[src/rtl/lsu_pkg.sv]
// rtl/lsu_pkg.sv - shared funct3 encodings, sequencer states and size helpers
package lsu_pkg;

  localparam logic [2:0] F3_LB  = 3'b000;
  localparam logic [2:0] F3_LH  = 3'b001;
  localparam logic [2:0] F3_LW  = 3'b010;
  localparam logic [2:0] F3_LBU = 3'b100;
  localparam logic [2:0] F3_LHU = 3'b101;
  localparam logic [2:0] F3_SB  = 3'b000;
  localparam logic [2:0] F3_SH  = 3'b001;
  localparam logic [2:0] F3_SW  = 3'b010;

  typedef enum logic {IDLE, SECOND} lsu_state_t;

  function automatic logic [3:0] size_mask(input logic [2:0] funct3);
    case (funct3[1:0])
      2'b00:   return 4'b0001;
      2'b01:   return 4'b0011;
      default: return 4'b1111;
    endcase
  endfunction

  // An access splits when its last byte lands beyond lane 3.
  function automatic logic needs_split(input logic [2:0] funct3, input logic [1:0] off);
    case (funct3[1:0])
      2'b00:   return 1'b0;
      2'b01:   return off == 2'd3;
      default: return off != 2'd0;
    endcase
  endfunction

endpackage

[src/rtl/lsu_lane_align.sv]
// rtl/lsu_lane_align.sv - lane shifting, byte enables and load extension for both halves
module lsu_lane_align
  import lsu_pkg::*;
(
  input  logic [2:0]  funct3,
  input  logic [1:0]  off,
  input  logic        second,
  input  logic [31:0] wd,
  input  logic [31:0] rdata,
  input  logic [31:0] hold,
  output logic [3:0]  be,
  output logic [31:0] wd_lane,
  output logic [31:0] rd_ext,
  output logic        split
);

  logic [3:0]  mask;
  logic [2:0]  back;
  logic [31:0] raw;

  always_comb begin
    mask  = size_mask(funct3);
    split = needs_split(funct3, off);
    back  = 3'd4 - {1'b0, off};
    if (second) begin
      // Upper half: bytes that spilled past lane 3 come back down to lane 0.
      be      = mask >> back;
      wd_lane = wd >> {back, 3'b000};
      raw     = 32'({rdata, hold} >> {off, 3'b000});
    end else begin
      be      = mask << off;
      wd_lane = wd << {off, 3'b000};
      raw     = rdata >> {off, 3'b000};
    end
    case (funct3[1:0])
      2'b00:   rd_ext = {{24{~funct3[2] & raw[7]}}, raw[7:0]};
      2'b01:   rd_ext = {{16{~funct3[2] & raw[15]}}, raw[15:0]};
      default: rd_ext = raw;
    endcase
  end

endmodule

[src/rtl/lsu_misalign_seq.sv]
// rtl/lsu_misalign_seq.sv - load/store sequencer splitting word-crossing accesses in two
module lsu_misalign_seq
  import lsu_pkg::*;
#(
  parameter int DM_ADDRESS = 9,
  parameter int DATA_W     = 32
) (
  input  logic                  clk,
  input  logic                  reset,
  input  logic                  MemRead,
  input  logic                  MemWrite,
  input  logic [2:0]            Funct3,
  input  logic [DM_ADDRESS-1:0] addr,
  input  logic [DATA_W-1:0]     wd,
  output logic [DATA_W-1:0]     rd,
  output logic                  stall,
  output logic [15:0]           misalign_count,
  output logic [DM_ADDRESS-1:0] mem_addr,
  output logic [DATA_W-1:0]     mem_wd,
  output logic [3:0]            mem_be,
  output logic                  mem_we,
  output logic                  mem_re,
  input  logic [DATA_W-1:0]     mem_rdata
);

  lsu_state_t            state_q, state_d;
  logic [DATA_W-1:0]     hold_q, hold_d;
  logic [15:0]           count_q, count_d;
  logic                  wr_q, wr_d;
  logic [DM_ADDRESS-1:0] lo_addr;
  logic [3:0]            lane_be;
  logic [DATA_W-1:0]     lane_wd, lane_rd;
  logic                  split;
  logic                  is_write;

  assign lo_addr        = {addr[DM_ADDRESS-1:2], 2'b00};
  assign is_write       = MemWrite & ~MemRead;
  assign mem_wd         = lane_wd;
  assign misalign_count = count_q;

  lsu_lane_align u_align (
    .funct3  (Funct3),
    .off     (addr[1:0]),
    .second  (state_q == SECOND),
    .wd      (wd),
    .rdata   (mem_rdata),
    .hold    (hold_q),
    .be      (lane_be),
    .wd_lane (lane_wd),
    .rd_ext  (lane_rd),
    .split   (split)
  );

  always_comb begin
    state_d  = state_q;
    hold_d   = hold_q;
    count_d  = count_q;
    wr_d     = wr_q;
    mem_addr = lo_addr;
    mem_be   = 4'b0000;
    mem_we   = 1'b0;
    mem_re   = 1'b0;
    rd       = '0;
    stall    = 1'b0;
    if (!reset) begin
      case (state_q)
        IDLE: begin
          if (MemRead | MemWrite) begin
            mem_re = MemRead;
            mem_we = is_write;
            if (is_write) mem_be = lane_be;
            if (split) begin
              stall   = 1'b1;
              hold_d  = mem_rdata;
              wr_d    = is_write;
              state_d = SECOND;
              if (count_q != 16'hFFFF) count_d = count_q + 16'd1;
            end else if (MemRead) begin
              rd = lane_rd;
            end
          end
        end
        SECOND: begin
          // Direction is latched so the second half completes even if requests drop.
          mem_addr = lo_addr + DM_ADDRESS'(4);
          mem_we   = wr_q;
          mem_re   = ~wr_q;
          if (wr_q) mem_be = lane_be;
          else      rd     = lane_rd;
          state_d  = IDLE;
        end
        default: state_d = IDLE;
      endcase
    end
  end

  always_ff @(posedge clk) begin
    if (reset) begin
      state_q <= IDLE;
      hold_q  <= '0;
      count_q <= 16'd0;
      wr_q    <= 1'b0;
    end else begin
      state_q <= state_d;
      hold_q  <= hold_d;
      count_q <= count_d;
      wr_q    <= wr_d;
    end
  end

endmodule

[config.mk]
export PLATFORM = sky130hd
export DESIGN_NAME = lsu_misalign_seq
export DESIGN_NICKNAME = d
export VERILOG_FILES = /design/src/rtl/lsu_pkg.sv /design/src/rtl/lsu_lane_align.sv /design/src/rtl/lsu_misalign_seq.sv
export SDC_FILE = /design/constraint.sdc
export NUM_CORES = 1
export LEC_CHECK = 0
export ABC_AREA = 1
export ABC_CLOCK_PERIOD_IN_PS = 6820
export CELL_PAD_IN_SITES_DETAIL_PLACEMENT = 1
export CELL_PAD_IN_SITES_GLOBAL_PLACEMENT = 1
export CORE_MARGIN = 1
export CORE_UTILIZATION = 33
export CTS_CLUSTER_SIZE = 30
export DETAILED_ROUTE_END_ITERATION = 7
export GPL_TIMING_DRIVEN = 0
export PLACE_DENSITY = 0.85
export SYNTH_ARGS = -nofsm -noshare
export SYNTH_HDL_FRONTEND = slang
export SYNTH_SLANG_ARGS = --single-unit
[constraint.sdc]
create_clock -name clk -period 6.82 [get_ports clk]
set_input_delay 1.705 -clock clk [delete_from_list [all_inputs] [get_ports clk]]
set_output_delay 1.705 -clock clk [all_outputs]
set_load 0.1 [all_outputs]
=== After elaboration in Yosys (flattened, before gate mapping) ===
Cells that the tools add are included.

* Bits in registers: 50
* Input bits: 80
* Output and inout bits: 96

* $add $sub $neg: 3
* Eq/ne operators: 3
* Shifts and indexed selects: 6
* Multiplexer cells: 30
* Bitwise gates (word level): 8
* Reductions and logical operators: 4

{| class="wikitable"
|+ Operators by type and width
! cell !! number
|-
| 32-bit two-way mux || 7
|-
| 32-bit case mux with 2 select lines || 2
|-
| 64-bit by 5-bit >> shifter with 32-bit output || 1
|-
| 32-bit by 5-bit left shift with 32-bit output || 1
|-
| 32-bit by 5-bit >> shifter with 32-bit output || 1
|-
| 32-bit by 6-bit >> shifter with 32-bit output || 1
|-
| 4-bit two-way mux || 5
|-
| 9-bit two-way mux || 2
|-
| 16-bit by 1-bit adder with 16-bit output (second input constant) || 1
|-
| 16-bit inequality test (second input constant) || 1
|-
| 4-bit case mux with 2 select lines || 2
|-
| 9-bit by 3-bit adder with 9-bit output (second input constant) || 1
|-
| 1-bit two-way mux || 8
|-
| 1-bit case mux with 2 select lines || 4
|-
| 1-bit NOT || 4
|-
| 4-bit AND reduction || 1
|-
| 4-bit by 2-bit left shift with 4-bit output || 1
|-
| 4-bit by 3-bit >> shifter with 4-bit output || 1
|-
| 1-bit bitwise AND || 3
|-
| 3-bit AND reduction || 1
|-
| 3-bit by 2-bit subtractor with 3-bit output (first input constant) || 1
|-
| 2-bit by 1-bit equality test with 1-bit output (second input constant) || 1
|-
| 2-bit equality test (second input constant) || 1
|-
| 2-bit logical NOT || 1
|-
| 2 further kinds || 2
|}

=== Depth between registers and ports, before layout ===
* Word-level depth: 9
* Mapped depth: 13
* Depth with buffers taken out: 10

=== Modules after synthesis ===
From an unflattened synthesis, not the netlist that was laid out.

* Cells, all modules: 973
* Area, all modules: 5541.6 um2

{| class="wikitable"
|+ By module, submodules not included
! module !! times used !! cells each !! area each (um2) !! sequential area each (um2)
|-
| lsu_lane_align || 1 || 608 || 2902.8 || 0.0
|-
| lsu_misalign_seq || 1 || 365 || 2638.8 || 1001.0
|}

=== Worst setup path after synthesis ===
OpenSTA, ideal clock, no wires.

* Kind: input -> output
* Start: in reset
* End: out rd[0]
* Arrival: 5238 ps
* Data required time: 5115 ps
* Setup slack: -123 ps
* Cell stages on the path: 5
* Path buffers: 2
* Cell sequence: buf_2 a21oi_2 nand2_2 buf_6 nor3_1

* Cells in the longest elaborated chain, start to end: 1

{| class="wikitable"
|+ RTL lines
! element !! RTL line !! RTL
|-
| start, declared || lsu_misalign_seq.sv:9 || <nowiki>input logic reset,</nowiki>
|-
| 32-bit two-way mux || lsu_misalign_seq.sv:65 || <nowiki>if (!reset) begin</nowiki>
|-
| end, declared || lsu_misalign_seq.sv:15 || <nowiki>output logic [DATA_W-1:0] rd,</nowiki>
|}

Every way passes these cells.

=== Worst setup path in the final report ===
* Start: in addr[1]
* End: out mem_wd[28]

* Cells in the longest elaborated chain, start to end: 3
* Elaborated cells between the ends (all ways): 4

{| class="wikitable"
|+ RTL lines
! element !! RTL line !! RTL
|-
| start, declared || lsu_misalign_seq.sv:13 || <nowiki>input logic [DM_ADDRESS-1:0] addr,</nowiki>
|-
| 3-bit by 2-bit subtractor with 3-bit output || lsu_lane_align.sv:24 || <nowiki>back = 3'd4 - {1'b0, off};</nowiki>
|-
| 32-bit by 6-bit >> shifter with 32-bit output || lsu_lane_align.sv:28 || <nowiki>wd_lane = wd >> {back, 3'b000};</nowiki>
|-
| 32-bit two-way mux * || lsu_lane_align.sv:25 || <nowiki>if (second) begin</nowiki>
|-
| end, declared || lsu_misalign_seq.sv:19 || <nowiki>output logic [DATA_W-1:0] mem_wd,</nowiki>
|}

Every way passes the cells marked *; elsewhere a longest branch is shown, timed or not.

==> impl_results.md <==
* Post-route clock skew at 0.005845 ns
* Register area share after synthesis at 0.1882
* H-tree depth at 2
* Post-Route Utilization at 0.4709
* Status: finished, final reports clean
* CP Capture Type: output pin
* Design Area, Final at between 7000 and 8000 um^2
* ANT nets after route at 0
* Worst slew margin at 0.3131
* Critical path launch point type: primary input
* Fin cells at about 1400
* Seq. cell area at 1001 um^2
* Total iterations of the first detailed-routing run at 5
* Worst Setup SP: addr[1]
* RSZ-0062 raised after global routing: false
* GRT Util Overall at 0.3100
* First-pass GRT wire length at 39.53 mm
* Synth Area per Inst at 5.483 um^2
* Die area at around 17000 um^2
* Worst Path Required at 5.12 ns
* Worst IR drop on VDD at 0.1140 mV
* Via count at ~7500
* N_diodes at 0
* Worst skew pair latency at ~0.3 ns
* Final Max Tran Viols at 0
* Post-layout min period at ~6.7 ns
* Total gr overflow at 0
* Crit Path Max Fanout at 10
* Clock Pin Slew Worst Setup and Hold Paths at about 0.070 ns
* Clock Tree Buf Depth at 2
* # fillers at 2206
* Top Ports at 176
* HPWL Detailed at 20.09 mm
* Num rows at 46
* Count of state elements after synthesis at 50
* Multi-input gate area at 3617 um^2
* Max Cap Violations at 0
* Root Driver: clkbuf_16
* Slew @ Worst Pin at 1.027 ns
* HP Class: flip-flop to flip-flop
* Layout area overhead at 40.13%
* Netlist cell types at just over 40
* CTS Buf Count at 5
* RR Endpoint: misalign_count[3]
* Port Buffers at 171
* Initial antenna violation count at 0
* Number of global-route vias before repair at 7355
* Crit Path Category: primary input to output pin
* Final cycle utilization of the critical path at 0.9870
* Setup crit end: mem_wd[28]
* Synth Warn # at 0
* Die X at 129.0 um
* Area of placed instances at 7305 um^2
* Cells after Synth at 970
* Final WL at 25.70 mm
* Chip height at 129.0 um
* Post-Syn Area at 5319 um^2
* Hold Violations, Final at 0
* Core area at between 15000 and 20000 um^2
* Worst R2R Path Depth at 8
* CTS sink cnt at 50
* Flop2flop setup slack at 5.01 ns
* WL per Instance at 18.83 um
* Largest net degree at the start of global routing at 15
* P per Cell Area at 171.6 nW/um^2
* Achievable Freq at 148.6 MHz
* Leak at 3.398 nW
* Gpl congestion at 0.9717
* Starting Density at 0.3360
* Post-CTS Setup Repair Bufs at 0
* Layout cells sized above 1 at 0.1175
* Iteration-0 DRC Markers at 561
* NumNets Final at 1232
* DR DRC count at 0
* Commonest non-fill, non-tap cell in the layout: nand2_1
* Vias/cell at ~5.5
* R2R Path Start: misalign_count[0]
* CTS tree: built
* Endpoints failing setup at 0
* Highest-count cells in the layout ignoring fill and taps: nand2_1 (321), clkdlybuf4s50_1 (103), nand3_1 (98)
* Placed Cells at 1358
* Critical path arrival at 5.03 ns
==> power breakdown <==
part           internal (mW)  leakage (nW)  switching, mW
registers              0.312         0.410         0.0108
clock network          0.174        0.0781          0.117
logic                  0.168          2.91          0.498
total                  0.654          3.40          0.625
==> worst max-delay path, stage by stage <==
cell	delay [ns]
clkdlybuf4s50_1	0.51
inv_2	0.25
clkbuf_1	0.59
ha_1	0.41
inv_1	0.11
nand2_2	0.15
nand2_2	0.20
inv_2	0.15
o21ai_0	0.34
clkdlybuf4s18_2	0.61
==> final cells by class <==
type,count,area share
Multi-Input combinational cell,769,0.4853
Timing Repair Buffer,171,0.2283
Sequential cell,50,0.1343
Buffer,62,0.04717
Inverter,89,0.04684
Tap cell,216,0.03626
Clock buffer,7,0.01779
Clock inverter,1,0.004029
==> cells by family (layout without fill, tap and decap cells) <==
kind of cell | after synthesis | count (layout) | share of synthesized area
adder cells (fa/ha/maj) | 4 | 4 | 0.009410
AO/OA/AOI/OAI | 205 | 205 | 0.2171
buffers and inverters | 152 | 330 | 0.1324
XOR/XNOR | 13 | 13 | 0.02141
other | 1 | 2 | 0.0007050
flip-flops | 50 | 50 | 0.1882
multiplexers | 2 | 2 | 0.003764
AND/OR/NAND/NOR | 543 | 543 | 0.4270
==> flip-flops by register name (all words and copies together) (netlist names) <==
name / count
hold_q: 32
misalign_count: 16
state_q: 1
wr_q: 1
==> what timing repair did <==
item	in CTS	in global routing
endpoints found under the hold margin	0	0
setup endpoints to repair	67	33
pin swaps	0	0
hold buffers	0	0
gates resized for setup	172	24
==> routing by layer <==
metal / wire length [um] / track usage / vias up
met3: 2209 / 0.05405 / 68
met5: 0 / 0 / -
li1: - / - / 3513
met2: 11710 / 0.5141 / 372
met4: 953 / 0.1356 / 0
met1: 10830 / 0.3937 / 3567
==> metrics by stage <==
| stage | power [mW] | TNS (ns) | hold WS (ns) | setup WS (ns) |
|---|---|---|---|---|
| 2_1_floorplan | 0.7894 | -0.6172 | 0.4292 | -0.1234 |
| 3_3_place_gp | 0.9938 | -21.07 | 0.4411 | -0.5348 |
| 3_5_place_dp | 0.9994 | -21.34 | 0.4521 | -0.5388 |
| 4_1_cts | 1.276 | 0 | 0.4636 | 0.001342 |
| 5_1_grt | 1.331 | 0 | 0.4965 | 0.02811 |
| 6_report | 1.279 | 0 | 0.4651 | 0.08875 |
==> cell usage after synthesis <==
library cell | n | area, um^2
clkinv_8 | 1 | 16.27
buf_1 | 8 | 30.03
inv_2 | 4 | 15.01
nor3_1 | 6 | 30.03
nand3_1 | 98 | 490.5
inv_1 | 82 | 307.8
o21ai_4 | 1 | 16.27
o211ai_1 | 15 | 112.6
a31oi_1 | 3 | 18.77
xor2_1 | 5 | 43.79
dfxtp_1 | 50 | 1001
mux2i_1 | 2 | 20.02
nor3_2 | 2 | 20.02
a21oi_4 | 1 | 16.27
nor2_2 | 3 | 18.77
and2_1 | 1 | 6.260
nand3_2 | 2 | 20.02
o221ai_1 | 11 | 96.34
buf_2 | 29 | 145.1
nor2_4 | 2 | 22.52
o21ai_1 | 7 | 35.03
clkinv_1 | 1 | 3.750
a21oi_1 | 78 | 390.4
o22ai_1 | 3 | 18.77
a21oi_2 | 2 | 17.52
buf_4 | 6 | 45.04
buf_6 | 8 | 90.09
clkbuf_1 | 12 | 45.04
nand2_4 | 1 | 11.26
nand4_1 | 5 | 31.28
nand3_4 | 1 | 17.52
a22oi_1 | 5 | 37.54
nand2_2 | 6 | 37.54
nand3b_1 | 1 | 7.510
xnor2_1 | 8 | 70.07
inv_4 | 1 | 6.260
nor2_1 | 94 | 352.8
ha_1 | 4 | 50.05
nand2_1 | 321 | 1205
o21ai_0 | 79 | 395.4
conb_1 | 1 | 3.750
==> worst min path at each step <==
stage	startpoint	end	slack (ns)	cells past startpoint
CTS	hold_q[24]	hold_q[24]	0.46	2
global route	hold_q[28]	hold_q[28]	0.50	2
floorplan	hold_q[24]	hold_q[24]	0.43	2
detailed placement	hold_q[24]	hold_q[24]	0.45	2
global placement	hold_q[24]	hold_q[24]	0.44	2
finish	hold_q[30]	hold_q[30]	0.47	2
Note: power is estimated with default switching activity, not from simulation.
